### src/rtl/if_id_stage_pkg.sv
// Shared definitions for the IF/ID stage: RV32 opcode constants, the NOP used to
// squash the stage, and the stage FSM encoding.
package if_id_stage_pkg;

    localparam logic [6:0] OPC_RTYPE  = 7'b0110011;
    localparam logic [6:0] OPC_ITYPE  = 7'b0010011;
    localparam logic [6:0] OPC_LOAD   = 7'b0000011;
    localparam logic [6:0] OPC_STORE  = 7'b0100011;
    localparam logic [6:0] OPC_BRANCH = 7'b1100011;

    // addi x0,x0,0
    localparam logic [31:0] NOP_INSTR = 32'h0000_0013;

    typedef enum logic [1:0] {
        IDLE  = 2'b00,
        RUN   = 2'b01,
        STALL = 2'b10
    } if_id_state_t;

    // Only R-type, store and branch formats actually read rs2; in every other
    // format bits [24:20] are immediate bits and must not trigger a stall.
    function automatic logic uses_rs2(input logic [6:0] opcode);
        return (opcode == OPC_RTYPE) || (opcode == OPC_STORE) || (opcode == OPC_BRANCH);
    endfunction

endpackage

### src/rtl/if_id_stage_hazard_detect.sv
// Load-use hazard detection: flags when the instruction held in ID reads a register
// that the load currently in EX has not yet produced.
module hazard_detect
    import if_id_stage_pkg::*;
(
    input  logic       run_active,
    input  logic       id_valid,
    input  logic [6:0] id_opcode,
    input  logic [4:0] id_rs1,
    input  logic [4:0] id_rs2,
    input  logic       idex_memread,
    input  logic [4:0] idex_rd,
    output logic       hazard
);

    logic rs1_match;
    logic rs2_match;

    assign rs1_match = (idex_rd == id_rs1);
    assign rs2_match = uses_rs2(id_opcode) && (idex_rd == id_rs2);

    // x0 never carries a dependency, so a load targeting it cannot stall anything.
    assign hazard = run_active && id_valid && idex_memread && (idex_rd != 5'd0) &&
                    (rs1_match || rs2_match);

endmodule

### src/rtl/if_id_stage.sv
// IF/ID pipeline register with load-use stall generation for the 5-stage RV32 core.
// Optional PIPE_STATS_EN adds saturating stall/flush event counters.
module if_id_stage
    import if_id_stage_pkg::*;
#(
    parameter int XLEN = 32
) (
    input  logic            clk_i,
    input  logic            rst_i,
    input  logic            start_i,
    input  logic [XLEN-1:0] pc_i,
    input  logic [31:0]     instr_i,
    input  logic            flush_i,
    input  logic            idex_memread_i,
    input  logic [4:0]      idex_rd_i,
    output logic [XLEN-1:0] pc_o,
    output logic [31:0]     instr_o,
    output logic [16:0]     ctrl_key_o,
    output logic [4:0]      rs1_o,
    output logic [4:0]      rs2_o,
    output logic [4:0]      rd_o,
    output logic            valid_o,
    output logic            pc_write_o,
    output logic            stall_o
`ifdef PIPE_STATS_EN
    ,
    output logic [31:0]     stall_cnt_o,
    output logic [31:0]     flush_cnt_o
`endif
);

    if_id_state_t    state_q;
    if_id_state_t    state_d;
    logic [XLEN-1:0] pc_q;
    logic [31:0]     instr_q;
    logic            valid_q;

    logic            hazard_raw;
    logic            hazard;
    logic            load_en;
    logic            flush_accept;

    hazard_detect u_hazard_detect (
        .run_active   (state_q == RUN),
        .id_valid     (valid_q),
        .id_opcode    (instr_q[6:0]),
        .id_rs1       (instr_q[19:15]),
        .id_rs2       (instr_q[24:20]),
        .idex_memread (idex_memread_i),
        .idex_rd      (idex_rd_i),
        .hazard       (hazard_raw)
    );

    // Dropping start_i outranks a hazard, so the stall request is masked too.
    assign hazard       = hazard_raw && start_i;
    assign load_en      = start_i && !hazard;
    assign flush_accept = load_en && flush_i;

    assign pc_write_o = load_en;
    assign stall_o    = hazard;

    always_comb begin
        state_d = state_q;
        if (!start_i) begin
            state_d = IDLE;
        end else begin
            unique case (state_q)
                IDLE:    state_d = RUN;
                RUN:     state_d = hazard ? STALL : RUN;
                STALL:   state_d = RUN;
                default: state_d = IDLE;
            endcase
        end
    end

    always_ff @(posedge clk_i) begin
        if (!rst_i) begin
            state_q <= IDLE;
            pc_q    <= '0;
            instr_q <= NOP_INSTR;
            valid_q <= 1'b0;
        end else begin
            state_q <= state_d;
            if (load_en) begin
                pc_q    <= pc_i;
                instr_q <= flush_i ? NOP_INSTR : instr_i;
                valid_q <= !flush_i;
            end
        end
    end

    assign pc_o       = pc_q;
    assign instr_o    = instr_q;
    assign valid_o    = valid_q;
    assign ctrl_key_o = {instr_q[31:25], instr_q[14:12], instr_q[6:0]};
    assign rs1_o      = instr_q[19:15];
    assign rs2_o      = instr_q[24:20];
    assign rd_o       = instr_q[11:7];

`ifdef PIPE_STATS_EN
    logic [31:0] stall_cnt_q;
    logic [31:0] flush_cnt_q;

    always_ff @(posedge clk_i) begin
        if (!rst_i) begin
            stall_cnt_q <= '0;
            flush_cnt_q <= '0;
        end else begin
            if (hazard && (stall_cnt_q != 32'hFFFF_FFFF)) begin
                stall_cnt_q <= stall_cnt_q + 32'd1;
            end
            if (flush_accept && (flush_cnt_q != 32'hFFFF_FFFF)) begin
                flush_cnt_q <= flush_cnt_q + 32'd1;
            end
        end
    end

    assign stall_cnt_o = stall_cnt_q;
    assign flush_cnt_o = flush_cnt_q;
`else
    logic unused_flush_accept;
    assign unused_flush_accept = flush_accept;
`endif

endmodule

### config.mk
export PLATFORM = sky130hd
export DESIGN_NAME = if_id_stage
export DESIGN_NICKNAME = d
export VERILOG_FILES = /design/src/rtl/if_id_stage_pkg.sv /design/src/rtl/if_id_stage_hazard_detect.sv /design/src/rtl/if_id_stage.sv
export SDC_FILE = /design/constraint.sdc
export NUM_CORES = 1
export LEC_CHECK = 0
export CAP_MARGIN = 20
export CORE_UTILIZATION = 39
export DETAILED_ROUTE_END_ITERATION = 6
export PLACE_DENSITY = 0.88
export SYNTH_ARGS = -nofsm -noshare
export SYNTH_HDL_FRONTEND = slang
export SYNTH_SLANG_ARGS = --single-unit
### constraint.sdc
create_clock -name clk_i -period 3.1 [get_ports clk_i]
set_input_delay 0.62 -clock clk_i [delete_from_list [all_inputs] [get_ports clk_i]]
set_output_delay 0.62 -clock clk_i [all_outputs]
set_load 0.02 [all_outputs]
==> run_results.csv <==
group,metric,value,unit
finish,fin_area,4400,sq um
drt,drc_errors,0,
clocking,cts_buffer_depth,2,
global_routing,grt_pass1_wl,12600,um
global_routing,antenna_found_initial,0,
clocking,ctsHoldBuffers,0,
synthesis,synth_cell_types,27,
global_routing,grt_max_degree,37,
finish,drive_above_1_share,6.56,%
clocking,cts_inserted_buffers,9,
floorplanning,die_w,85.1,um
sta,whs,475,ps
clocking,clk_pin_slew_worst_paths,70,ps
synthesis,ys_seq_area_share,49.8,%
synthesis,synth_area,2700,sq um
synthesis,syn_nets,360,
floorplanning,initial_core_util,41.5,%
power,power.leakage,1.64,nW
sta,setup_violations,0,
flow_run,drv_cap,0,
drt,drtAntennaViolNets,0,
sta,post-route-min-period,2960,ps
global_routing,grtUsageTotal,22.0,%
critical_path,slowest_stage,"clkdlybuf4s50_1",
critical_path,crit_family,"buffers and inverters",
clocking,cts_tree,"done",
critical_path,crit_path_max_fanout,3,
power,ir_worst_vdd,0.281,mV
critical_path,cp-end-kind,"output pin",
clocking,cts_setup_buffers,0,
critical_path,path_class,"input port to output pin",
run_status,status,"finished, final reports clean",
critical_path,cp_data_required_time,2480,ps
finish,synthToLayoutAreaGrowth,63.1,%
sta,rsz0062_at_grt,"false",
global_routing,globalRouteOverflowTotal,0,
critical_path,cp-start-kind,"input port",
clocking,cts_sinks,67,
drt,drt-total-wl,7860,um
sta,hold_viol,0,
synthesis,synth_seq_cells,67,
floorplanning,dieArea,7250,sq um
critical_path,cp.arrival,2340,ps
drt,dr.pass1.iters,4,
sta,worst_pin_slew,376,ps
finish,n_antenna_cell,0,
floorplanning,coreArea,6490,sq um
floorplanning,ios,173,
drt,routed_via_density,5.18,
placement,place_area,4220,sq um
synthesis,syn_inst,286,
drt,drt-initial-drc-count,71,
placement,gp_congestion,0.821,
floorplanning,fp.dieH,85.1,um
clocking,ctsHtreeMaxLevel,3,
synthesis,yosysWarnings,0,
clocking,cts-root-buf,"clkbuf_8",
global_routing,grt_pass1_vias,2562,
sta,drv_slew,0,
critical_path,critPathMaxStageDelay,560,ps
critical_path,crit_buf_inv,2,
sta,fin_crit_sh,95.5,%
finish,layout.nets,496,
clocking,clkLatencyLatePin,320,ps
placement,numPortBuffers,172,
hold_path,hold_class,"flop to flop",
sta,slew_headroom,74.7,%
clocking,cts_resized,2,
drt,dr_total_vias,2609,
sta,clock_skew,8.61,ps
drt,wl_per_cell,15.6,um
power,power.density,443,nW/um^2
sta,max_freq,338,MHz
synthesis,synth.avg_cell_area,9.42,sq um
critical_path,path_cells,"clkdlybuf4s50_1, xnor2_1, nand3_1, nor4_2, o21ai_2, nor2_1, dlygate4sd2_1",
placement,post-dp-hpwl,5730,um
floorplanning,rows,29,
## synthesized netlist by cell type
cell type   n  share of area (%)
clkbuf_1   11                1.5
nor3_1      3               0.56
nor2_1      5               0.70
nor4_2      1               0.46
buf_2       4               0.74
o21a_1      1               0.28
a31oi_1     1               0.23
nor3b_1     1               0.28
xnor2_1     6                1.9
inv_1       2               0.28
dfxtp_1    67                 50
o22a_1      3               0.98
a21oi_2     1               0.33
nand3_1    34                6.3
or3_1       1               0.23
o21ai_0    34                6.3
xor2_1      4                1.3
o21ai_2     1               0.33
nand4b_1    1               0.33
buf_1       3               0.42
a22o_1     29                9.4
buf_4      34                9.5
o21a_2      1               0.33
nand2_1     2               0.28
nand4_1     1               0.23
buf_6       2               0.84
a21oi_1    33                6.1
## flip-flops by register name (all words and copies together) (netlist names)
signal / count
instr_o: 32
pc_o: 32
state_q: 2
valid_o: 1
## worst min-delay path, cell delays in order (launching register included)
cell     delay [ps]
dfxtp_1         310
o21ai_0          60
a21oi_1          60
## cells by family after synthesis
group                     Yosys count  synth area share, %
AOI/OAI and AO/OA                 104                 24.3
DFF                                67                 49.8
buffers and inverters              56                 13.3
and+or+nand+nor                    49                 9.38
xor gates and xnor gates           10                 3.25
## where the power goes
part	switching, W	total (W)	internal (W)	leakage (nW)
clock	0.000311	0.000639	0.000328	0.0949
sequential	0.0000280	0.000930	0.000902	0.550
combinational	0.000167	0.000377	0.000210	0.993
total	0.000506	0.00195	0.00144	1.64
## metrics by stage
step | instances | setup slack [ps] | total power (W) | util (%) | TNS (ps)
finish | 504 | 138 | 0.00195 | 67.7 | 0
global route | 504 | 11.3 | 0.00204 | 67.7 | 0
CTS | 504 | 95.3 | 0.00197 | 67.7 | 0
detailed placement | 488 | -161 | 0.00133 | 65.0 | -262
global placement | 488 | -110 | 0.00132 | 65.0 | -169
floorplan | 286 | 639 | 0.00112 | - | 0
## final timing paths
check                                   from    endpoint  slack [ps]  cells after the start
worst max-delay path            idex_rd_i[1]     stall_o         140                      7
worst min-delay path                pc_o[16]    pc_o[16]         480                      2
worst max register to register   instr_o[24]  instr_o[6]         950                      8
worst min register to register      pc_o[16]    pc_o[16]         480                      2
## routing by layer
layer / global-route usage (%) / part of all wire [%] / up-vias
li1: - / - / 1267
met1: 25.9 / 40 / 1219
met2: 38.7 / 51 / 111
met3: 6.32 / 7.5 / 12
met4: 6.47 / 1.3 / 0
met5: 0 / 0 / -
## final cells by class
cell class	instances	area, sq um
Clock inverter	5	27.5
Inverter	2	7.51
Fill cell	524	2100
Timing Repair Buffer	179	1770
Multi-Input combinational cell	163	1000
Sequential cell	67	1340
Clock buffer	11	151
Tap cell	77	96.3
## cells in the final DEF, fill, tap and decap left out, drive strengths merged
| cell type | n |
|---|---|
| nor2 | 5 |
| a22o | 29 |
| clkbuf | 11 |
| o22a | 3 |
| nand3 | 34 |
| nor4 | 1 |
| xnor2 | 6 |
| o21ai | 35 |
| inv | 2 |
| nor3 | 3 |
| clkdlybuf4s50 | 170 |
| a21oi | 34 |
| dfxtp | 67 |
| buf | 7 |
| dlygate4sd2 | 2 |
| xor2 | 4 |
| nand4 | 1 |
| or3 | 1 |
| nand2 | 2 |
| a31oi | 1 |
| clkinv | 4 |
| clkinvlp | 1 |
| nand4b | 1 |
| o21a | 2 |
| nor3b | 1 |
(Power assumes the default switching activity.)
